--- config.mk ---
export PLATFORM = sky130hd
export DESIGN_NAME = bin2bcd_seq_flat
export DESIGN_NICKNAME = d
export VERILOG_FILES = /design/src/rtl/bin2bcd_if.sv /design/src/rtl/bin2bcd_seq.sv /design/src/flat_wrapper.sv
export SDC_FILE = /design/constraint.sdc
export NUM_CORES = 1
export LEC_CHECK = 0
export CAP_MARGIN = 20
export CORE_MARGIN = 1
export CORE_UTILIZATION = 51
export DETAILED_ROUTE_END_ITERATION = 7
export DONT_BUFFER_PORTS = 1
export PLACE_DENSITY = 0.77
export SLEW_MARGIN = 20
export SYNTH_ARGS = -nofsm -noshare
export SYNTH_HDL_FRONTEND = slang
export SYNTH_SLANG_ARGS = --single-unit
--- constraint.sdc ---
create_clock -name clk -period 3.37 [get_ports clk]
set_input_delay 0.674 -clock clk [delete_from_list [all_inputs] [get_ports clk]]
set_output_delay 0.674 -clock clk [all_outputs]
set_load 0.01 [all_outputs]
--- src/rtl/bin2bcd_if.sv ---
// ============================================================================
// Module   : bin2bcd_if
// Purpose  : start/busy/done handshake and result bus of the serial converter.
// Revision : 1.0 - initial release
// ============================================================================
`default_nettype none

interface bin2bcd_if #(
  parameter int WIDTH  = 12,
  parameter int DIGITS = 4
) ();
  logic                  start;
  logic [WIDTH-1:0]      bin_in;
  logic                  busy;
  logic                  done;
  logic [4*DIGITS-1:0]   bcd;
  logic                  neg;
  logic                  overflow;

  modport master (
    output start, bin_in,
    input  busy, done, bcd, neg, overflow
  );

  modport slave (
    input  start, bin_in,
    output busy, done, bcd, neg, overflow
  );
endinterface

`default_nettype wire

--- src/rtl/bin2bcd_seq.sv ---
// ============================================================================
// Module   : bin2bcd_seq
// Purpose  : Multi-cycle double-dabble binary to packed-BCD converter with
//            optional two's-complement input and saturating overflow.
// Revision : 1.0 - initial release
// ============================================================================
`default_nettype none

module bin2bcd_seq #(
  parameter int WIDTH  = 12,
  parameter int DIGITS = 4,
  parameter int SIGNED = 1
) (
  input  wire logic  clk,
  input  wire logic  rst,
  bin2bcd_if.slave   bus
);

  localparam int c_sw   = 4*DIGITS + 4;
  localparam int c_cmpw = (WIDTH > 34) ? WIDTH : 34;
  localparam int c_cw   = (WIDTH > 1) ? $clog2(WIDTH) : 1;

  function automatic logic [c_cmpw-1:0] pow10(input int n);
    logic [c_cmpw-1:0] p;
    p = c_cmpw'(1);
    for (int i = 0; i < n; i++) begin
      p = p * c_cmpw'(10);
    end
    return p;
  endfunction

  localparam logic [c_cmpw-1:0] c_limit = pow10(DIGITS);

  typedef enum logic [1:0] {
    S_IDLE  = 2'd0,
    S_SHIFT = 2'd1,
    S_DONE  = 2'd2
  } state_t;

  state_t                r_state;
  logic [WIDTH-1:0]      r_mag;
  logic                  r_sign;
  logic                  r_ovf;
  logic [c_sw-1:0]       r_scratch;
  logic [c_cw-1:0]       r_cnt;
  logic                  r_busy;
  logic                  r_done;
  logic [4*DIGITS-1:0]   r_bcd;
  logic                  r_neg;
  logic                  r_overflow;

  logic                  w_neg;
  logic [WIDTH-1:0]      w_mag;
  logic                  w_ovf;
  logic [3:0]            w_guard;
  logic [3:0]            w_guard_adj;
  logic [c_sw-2:0]       w_adj;
  logic [c_sw-1:0]       w_next;

  // Negation in WIDTH bits maps the most negative input onto 2^(WIDTH-1) exactly.
  assign w_neg = (SIGNED != 0) && bus.bin_in[WIDTH-1];
  assign w_mag = w_neg ? (~bus.bin_in + WIDTH'(1)) : bus.bin_in;
  assign w_ovf = (c_cmpw'(w_mag) >= c_limit);

  // Only the guard digit's low three bits survive the shift, so only those are kept.
  assign w_guard     = r_scratch[c_sw-1 -: 4];
  assign w_guard_adj = (w_guard >= 4'd5) ? (w_guard + 4'd3) : w_guard;

  always_comb begin
    w_adj = '0;
    for (int d = 0; d < DIGITS; d++) begin
      w_adj[4*d +: 4] = (r_scratch[4*d +: 4] >= 4'd5) ?
                        (r_scratch[4*d +: 4] + 4'd3) : r_scratch[4*d +: 4];
    end
    w_adj[c_sw-2 -: 3] = w_guard_adj[2:0];
  end

  assign w_next = {w_adj, r_mag[WIDTH-1]};

  always_ff @(posedge clk or posedge rst) begin
    if (rst) begin
      r_state    <= S_IDLE;
      r_mag      <= '0;
      r_sign     <= 1'b0;
      r_ovf      <= 1'b0;
      r_scratch  <= '0;
      r_cnt      <= '0;
      r_busy     <= 1'b0;
      r_done     <= 1'b0;
      r_bcd      <= '0;
      r_neg      <= 1'b0;
      r_overflow <= 1'b0;
    end else begin
      r_done <= 1'b0;
      case (r_state)
        S_IDLE, S_DONE: begin
          if (bus.start) begin
            r_mag     <= w_mag;
            r_sign    <= w_neg;
            r_ovf     <= w_ovf;
            r_scratch <= '0;
            r_cnt     <= c_cw'(WIDTH - 1);
            r_busy    <= 1'b1;
            r_state   <= S_SHIFT;
          end else begin
            r_state   <= S_IDLE;
          end
        end
        S_SHIFT: begin
          r_scratch <= w_next;
          r_mag     <= r_mag << 1;
          if (r_cnt == '0) begin
            r_state    <= S_DONE;
            r_busy     <= 1'b0;
            r_done     <= 1'b1;
            r_bcd      <= r_ovf ? {DIGITS{4'h9}} : w_next[4*DIGITS-1:0];
            r_neg      <= r_sign;
            r_overflow <= r_ovf;
          end else begin
            r_cnt <= r_cnt - 1'b1;
          end
        end
        default: r_state <= S_IDLE;
      endcase
    end
  end

  assign bus.busy     = r_busy;
  assign bus.done     = r_done;
  assign bus.bcd      = r_bcd;
  assign bus.neg      = r_neg;
  assign bus.overflow = r_overflow;

endmodule

`default_nettype wire

--- src/flat_wrapper.sv ---
// flat-port wrapper written by rule: the top's interface ports become plain ports
module bin2bcd_seq_flat 
#(
  parameter int WIDTH  = 12,
  parameter int DIGITS = 4,
  parameter int SIGNED = 1
)
  (clk, rst, bus_start, bus_bin_in, bus_busy, bus_done, bus_bcd, bus_neg, bus_overflow);
  bin2bcd_if #(.WIDTH(WIDTH), .DIGITS(DIGITS)) bus_i ();
  input  wire logic clk;
  input  wire logic rst;
  input wire logic [$bits(bus_i.start)-1:0] bus_start;
  input wire logic [$bits(bus_i.bin_in)-1:0] bus_bin_in;
  output wire logic [$bits(bus_i.busy)-1:0] bus_busy;
  output wire logic [$bits(bus_i.done)-1:0] bus_done;
  output wire logic [$bits(bus_i.bcd)-1:0] bus_bcd;
  output wire logic [$bits(bus_i.neg)-1:0] bus_neg;
  output wire logic [$bits(bus_i.overflow)-1:0] bus_overflow;
  assign bus_i.start = bus_start;
  assign bus_i.bin_in = bus_bin_in;
  assign bus_busy = bus_i.busy;
  assign bus_done = bus_i.done;
  assign bus_bcd = bus_i.bcd;
  assign bus_neg = bus_i.neg;
  assign bus_overflow = bus_i.overflow;
  bin2bcd_seq #(.WIDTH(WIDTH), .DIGITS(DIGITS), .SIGNED(SIGNED)) u_core (.clk(clk), .rst(rst), .bus(bus_i));
endmodule
==> out/qor.csv, run 1 <==
metric;value;unit
via count;1994;
Placer Congestion;0.775;
hpwl dp;3870;um
actual slew at the worst max-slew pin;0.910;ns
initial antenna violation count;0;
RSZ-0062 raised after global routing;false;
Port-buffer cells;0;
r2r setup slk;1.04;ns
Tot Pwr;0.00266;W
CTS tree;done;
critical register-to-register path startpoint;u_core.r_cnt[0]$_DFFE_PP0P_;
Post-CTS Setup Bufs;0;
fraction of layout cells with a size suffix above 1;0.113;
All-Layer GR Usage;0.212;
Worst Reg-to-Reg Cells;6;
post-route ant nets;0;
Logic pwr share;0.398;
pwr dens;908;nW/um2
Final setup viols;0;
Peak supply drop;0.000336;V
Worst EP required;3.58;ns
internal power;0.00158;W
sequential share of power;0.463;
leakage;1.31;nW
Switching Share;0.408;
Rel. slew slack;0.392;
Seq cells post-synth;54;
Routed wire per std cell;16.1;um
Synth cell types;45;
H-tree depth;2;
Net count, final;300;
register area share after synthesis;0.481;
Netlist Area Pre-Place;2810;um2
number of global-route vias before repair;1933;
first-pass GRT wire length;9550;um
Yosys top cell area share;0.481;
FP Rows;26;
pin count of the biggest net entering global routing;55;
startpoint types;register;
syn avg cell area;10.1;um2
Clock Tree Buf Depth;2;
Layout fillers;463;
setup slack after layout;1.04;ns
Crit. End Element;register;
synth warn;0;
Cells after Synth;278;
Die W;76.2;um
CP most frequent cell;inv_1;
clock slew at reported path FFs;0.11;ns
post-synthesis net count;304;
CTS buffer count;5;
post-layout minimum cycle time;2.33;ns
Hold Fails Final Rpt;0;
Final Skew;0.0111;ns
R2R Path End;u_core.bus.bcd[9]$_DFFE_PP0P_;
I/O pin count;35;
hold slack;0.409;ns
post-CTS sizing;0;
P_sw;0.00109;W
Setup CP Type;reg2reg;
initial drt markers;69;
Max Freq;0.430;GHz
Clk pwr share;0.139;
Max Cap Viol;0;
pre-CTS setup slack;0.973;ns
top post-synthesis cells by area;dfrtp_1 (48%), o21ai_0 (5.9%), ha_1 (4.9%), mux2_2 (3.6%), mux2i_1 (3.2%);
worst min path class;in2async;
synth-to-layout area growth;4.50;%
Critical Path Source;u_core.r_cnt[0]$_DFFE_PP0P_;
DRC Markers;0;
Die Area;5800;um2
CP arrival;2.54;ns
cells along the critical path;inv_1 > ha_1 > nor3b_2 > nand2_1 > inv_1 > mux2_2;
n_diodes;0;
total grt overflow;0;
drt first pass iters;4;
# hold bufs at CTS;0;
Final Slew Violations;0;
worst skew pair latency;0.31;ns
Die Y;76.2;um
Total Wirelength;5540;um
slowest cell delay on critical path;0.47;ns
run status;finished, final reports clean;
largest area contributor in the netlist;dfrtp_1;
Root Driver;clkbuf_8;
Setup crit end;u_core.bus.bcd[9]$_DFFE_PP0P_;
CORE AREA;5200;um2
final period utilization;0.691;
vias per std cell;5.78;
Starting Density;0.539;
Slowest cell on crit path;inv_1;
Num Clock Sinks;54;
critical path fanouts, max;13;
setup tns final;0;ns
cell usage after synthesis, drive strengths merged:
library cell,count
dfrtp,54
o21ai,34
nand2,21
inv,19
a21oi,15
ha,11
nor2,11
mux2,9
mux2i,9
nor3,9
a22o,7
buf,7
nand2b,7
xnor2,7
a22oi,5
a31oi,5
clkbuf,5
nand3,5
o22ai,5
nor3b,4
or3b,4
nand3b,3
a2111oi,2
a221oi,2
nand4,2
nor2b,2
o31ai,2
or4,2
a211oi,1
a31o,1
and2,1
and2b,1
and3,1
conb,1
nor4,1
o211ai,1
or2b,1
xor2,1
per-layer routing:
metal / wire length [um] / vias up / part of all wire / track usage
li1: - / 978 / - / -
met2: 2760 / 33 / 0.50 / 0.346
met3: 203 / 6 / 0.037 / 0.0467
met1: 2500 / 977 / 0.45 / 0.280
met5: 0 / - / 0 / 0
met4: 72 / 0 / 0.013 / 0.0673
through the flow:
stage / instances / area [um2] / utilization
after global routing: 345 / 2930 / 0.563
final: 345 / 2930 / 0.563
after CTS: 345 / 2930 / 0.563
after global placement: 337 / 2840 / 0.545
after detailed placement: 337 / 2840 / 0.545
after floorplan: 278 / 2810 / -
flip-flops by register name (all words and copies together) (netlist names):
name              flops
u_core.bus.busy       1
u_core.r_mag         12
u_core.r_cnt          4
u_core.r_scratch     16
u_core.bus.done       1
u_core.r_sign         1
u_core.bus.neg        1
u_core.bus.bcd       16
u_core.r_state        2
cells in the final DEF (no fill, tap or decap), types with 2 or more instances in the layout:
master	synthesis	routed
clkbuf_8	0	5
xnor2_1	7	7
or4_1	2	2
o21ai_0	33	33
nand2b_1	6	6
nor3b_1	3	3
o31ai_1	2	2
a22oi_1	5	5
a22o_1	7	7
mux2_2	9	9
nand4_1	2	2
a31oi_1	5	5
nor3_1	9	9
a2111oi_0	2	2
nor2b_1	2	2
clkinv_4	0	3
o22ai_1	5	5
ha_1	11	11
a221oi_1	2	2
nand3_1	4	4
inv_1	19	18
a21oi_1	15	15
nand3b_1	3	3
or3b_2	4	4
nand2_1	21	21
nor2_1	10	10
mux2i_1	9	9
dfrtp_1	54	54
worst min path at each step:
stage | to | slack [ns] | cells past startpoint
floorplan | u_core.r_sign$_DFFE_PP0P_ | 0.45 | 2
global placement | u_core.r_sign$_DFFE_PP0P_ | 0.46 | 2
detailed placement | u_core.r_mag[0]$_DFFE_PP0P_ | 0.47 | 2
CTS | u_core.r_mag[6]$_DFFE_PP0P_ | 0.47 | 2
global route | u_core.bus.bcd[12]$_DFFE_PP0P_ | 0.47 | 1
finish | u_core.bus.bcd[12]$_DFFE_PP0P_ | 0.41 | 1
worst max-delay path: cells and delay by family, from the launching register on:
kind | cells | cell delay, ns
buffers and inverters | 2 | 0.55
DFF | 1 | 0.41
adders and majority gates | 1 | 0.13
muxes | 1 | 0.40
and+or+nand+nor | 2 | 0.72
cells by family after synthesis:
group	Yosys count	synth area share
compound gates	80	0.173
xor+xnor	8	0.0250
fa+ha+maj	11	0.0490
buf+inv	31	0.0486
flops	54	0.481
mux	18	0.0682
other cells	1	0.00134
simple gates	75	0.154
final cells by class:
class | instances | area, um2 | share of cell area
sequential | 54 | 1350 | 0.461
clock buffer | 5 | 68.8 | 0.0235
timing repair buffer | 1 | 7.51 | 0.00256
tap | 70 | 87.6 | 0.0299
multi-input combinational | 193 | 1320 | 0.450
inverter | 19 | 72.6 | 0.0247
clock inverter | 3 | 26.3 | 0.00896
power groups by stage:
stage | Combinational, W | Sequential (W) | Clock [W]
final | 0.00106 | 0.00123 | 0.000370
after global routing | 0.00121 | 0.00127 | 0.000409
after CTS | 0.00107 | 0.00123 | 0.000381
after detailed placement | 0.00107 | 0.00124 | 0
after global placement | 0.00101 | 0.00123 | 0
after floorplan | 0.000897 | 0.00116 | 0
(Power assumes the default switching activity.)
==> run 2, diff against run 1 <==
PLACE_DENSITY = 0.8   (was 0.77)
clock period = 2.1 ns   (was 3.37 ns; I/O delays follow)
==> run 2 against run 1 <==
Maximum frequency up 25%. Flip-flop and latch count did not move. Largest cell class unchanged. Worst hold slack got worse by 0.39 ns. Largest power group unchanged.
==> out/qor.csv, run 2 (synthesis gave the netlist of run 1 again) <==
metric;value;unit;change
run status;finished, final reports clean;;
Clock Tree Buf Depth;2;;unchanged
Final Slew Violations;0;;unchanged
most frequent cells in the layout;dfrtp_1 (54), o21ai_0 (33), nand2_1 (21), inv_1 (18), a21oi_1 (15);;
Max Cap Viol;0;;unchanged
CP most frequent cell;o21ai_0;;
Net count, final;306;;+2.0%
CORE AREA;5200;um2;unchanged
leakage;1.35;nW;+2.9%
Worst Reg-to-Reg Cells;4;;-2
clock slew at reported path FFs;0.09;ns;-0.02 ns
Setup crit end;u_core.r_scratch[7]$_DFFE_PP0P_;;
I/O pin count;35;;unchanged
Critical Path Source;u_core.r_state[0]$_DFFE_PP0P_;;
n_diodes;0;;unchanged
number of global-route vias before repair;2054;;+6.3%
All-Layer GR Usage;0.208;;-0.00385
CTS tree;done;;
final period utilization;0.887;;+0.196
Worst EP required;2.33;ns;-1.25 ns
Placer Congestion;0.770;;-0.70%
pin count of the biggest net entering global routing;55;;unchanged
Crit. End Element;register;;
sequential share of power;0.444;;-0.019
CTS buffer count;5;;unchanged
GR Layer Usage met2;0.359;;+0.0127
H-tree depth;2;;unchanged
vias per std cell;5.89;;+1.9%
Setup CP Type;reg2reg;;
slowest cell delay on critical path;0.68;ns;+0.21 ns
worst skew pair latency;0.31;ns;about the same
post-route ant nets;0;;unchanged
pwr dens;1480;nW/um2;+63%
hpwl dp;4150;um;+7.2%
Slowest cell on crit path;nor2_2;;
R2R Path End;u_core.r_scratch[7]$_DFFE_PP0P_;;
Die Y;76.2;um;unchanged
Root Driver;clkbuf_8;;
Die W;76.2;um;unchanged
post-CTS sizing;0;;unchanged
via count;2067;;+3.7%
commonest non-fill, non-tap cell in the layout;dfrtp_1;;
initial antenna violation count;0;;unchanged
initial drt markers;116;;+68%
Peak supply drop;0.000581;V;+73%
Routed wire per std cell;16.2;um;+0.74%
met3 usage;0.0467;;unchanged
worst min path class;in2async;;
Hold Fails Final Rpt;0;;unchanged
FP Rows;26;;unchanged
met1 usage;0.265;;-0.0147
Rel. slew slack;0.433;;+0.0408
# hold bufs at CTS;0;;unchanged
post-route core utilization;0.576;;+0.0130
Post-CTS Setup Bufs;0;;unchanged
Die Area;5800;um2;unchanged
total grt overflow;0;;unchanged
busiest grt layer;met2;;
actual slew at the worst max-slew pin;0.849;ns;-0.0611 ns
first-pass GRT wire length;9590;um;+0.44%
Logic pwr share;0.401;;+0.003
post-layout minimum cycle time;1.86;ns;-0.466 ns
drt first pass iters;4;;unchanged
Port-buffer cells;0;;unchanged
Switching Share;0.397;;-0.0112
Num Clock Sinks;54;;unchanged
internal power;0.00268;W;+70%
Max Freq;0.537;GHz;+25%
RSZ-0062 raised after global routing;false;;
startpoint types;register;;
critical register-to-register path startpoint;u_core.r_state[0]$_DFFE_PP0P_;;
r2r setup slk;0.24;ns;-0.80 ns
Clk pwr share;0.154;;+0.015
CP arrival;2.09;ns;-0.45 ns
hold slack;0.0195;ns;-0.389 ns
Final setup viols;0;;unchanged
synth-to-layout area growth;6.91;%;
cells along the critical path;and2b_1 > nor2_2 > o21ai_0 > o21ai_0;;
setup tns final;0;ns;unchanged
critical path fanouts, max;19;;+6
P_sw;0.00176;W;+62%
Total Wirelength;5680;um;+2.5%
fraction of layout cells with a size suffix above 1;0.125;;+0.0118
Final Skew;0.00464;ns;-0.00645 ns
DRC Markers;0;;unchanged
Starting Density;0.539;;unchanged
run 2: changes by cell type in the layout (fill, tap and decap cells not counted), sizes merged:
cell | before | now
clkinv | 4 | 0
buf | 1 | 7
bufinv | 0 | 1
clkbuf | 5 | 7
inv | 18 | 19
run 2: through the flow:
| stage | setup WS, ns | instance area [um2] | total power [W] | instances |
|---|---|---|---|---|
| after floorplan | 0.348 | 2810 | 0.00330 | 278 |
| after global placement | 0.375 | 2890 | 0.00364 | 343 |
| after detailed placement | 0.277 | 2890 | 0.00378 | 343 |
| after CTS | 0.245 | 3000 | 0.00446 | 351 |
| after global routing | 0.0877 | 3000 | 0.00479 | 351 |
| final | 0.238 | 3000 | 0.00444 | 351 |
run 2: worst min path at each step:
stage,endpoint,slack [ns],start,cells past startpoint
floorplan,u_core.r_sign$_DFFE_PP0P_,0.45,u_core.r_sign$_DFFE_PP0P_,2
CTS,u_core.bus.bcd[1]$_DFFE_PP0P_,0.04,rst,2
finish,u_core.bus.bcd[1]$_DFFE_PP0P_,0.02,rst,2
global route,u_core.r_mag[3]$_DFFE_PP0P_,0.05,rst,2
detailed placement,u_core.r_scratch[6]$_DFFE_PP0P_,0.38,rst,2
global placement,u_core.bus.bcd[4]$_DFFE_PP0P_,0.38,rst,2
run 2: critical path, delay by kind of cell (launching register included):
family / cells / cell delay (ns)
and+or+nand+nor: 2 / 0.98
AOI/OAI and AO/OA: 2 / 0.31
DFF: 1 / 0.48
run 2: per-layer routing:
layer / wire length (um) / part of all wire
met4: 53 / 0.0093
met2: 2840 / 0.50
met1: 2540 / 0.45
met5: 0 / 0
met3: 241 / 0.042
run 2: cell type report:
class / count / area (um2)
clock buffers: 7 / 76.3
clock inverters: 1 / 30.0
fillers: 480 / 2200
inverters: 19 / 71.3
multi-input cells: 193 / 1320
flip-flops and latches: 54 / 1350
well taps: 70 / 87.6
repair buffers: 7 / 65.1
run 2: power groups by stage:
stage / Combinational, W / Clock [W] / Sequential (W)
floorplan: 0.00144 / 0 / 0.00187
global placement: 0.00167 / 0 / 0.00197
detailed placement: 0.00178 / 0 / 0.00200
CTS: 0.00180 / 0.000691 / 0.00197
global route: 0.00200 / 0.000742 / 0.00204
finish: 0.00178 / 0.000686 / 0.00197
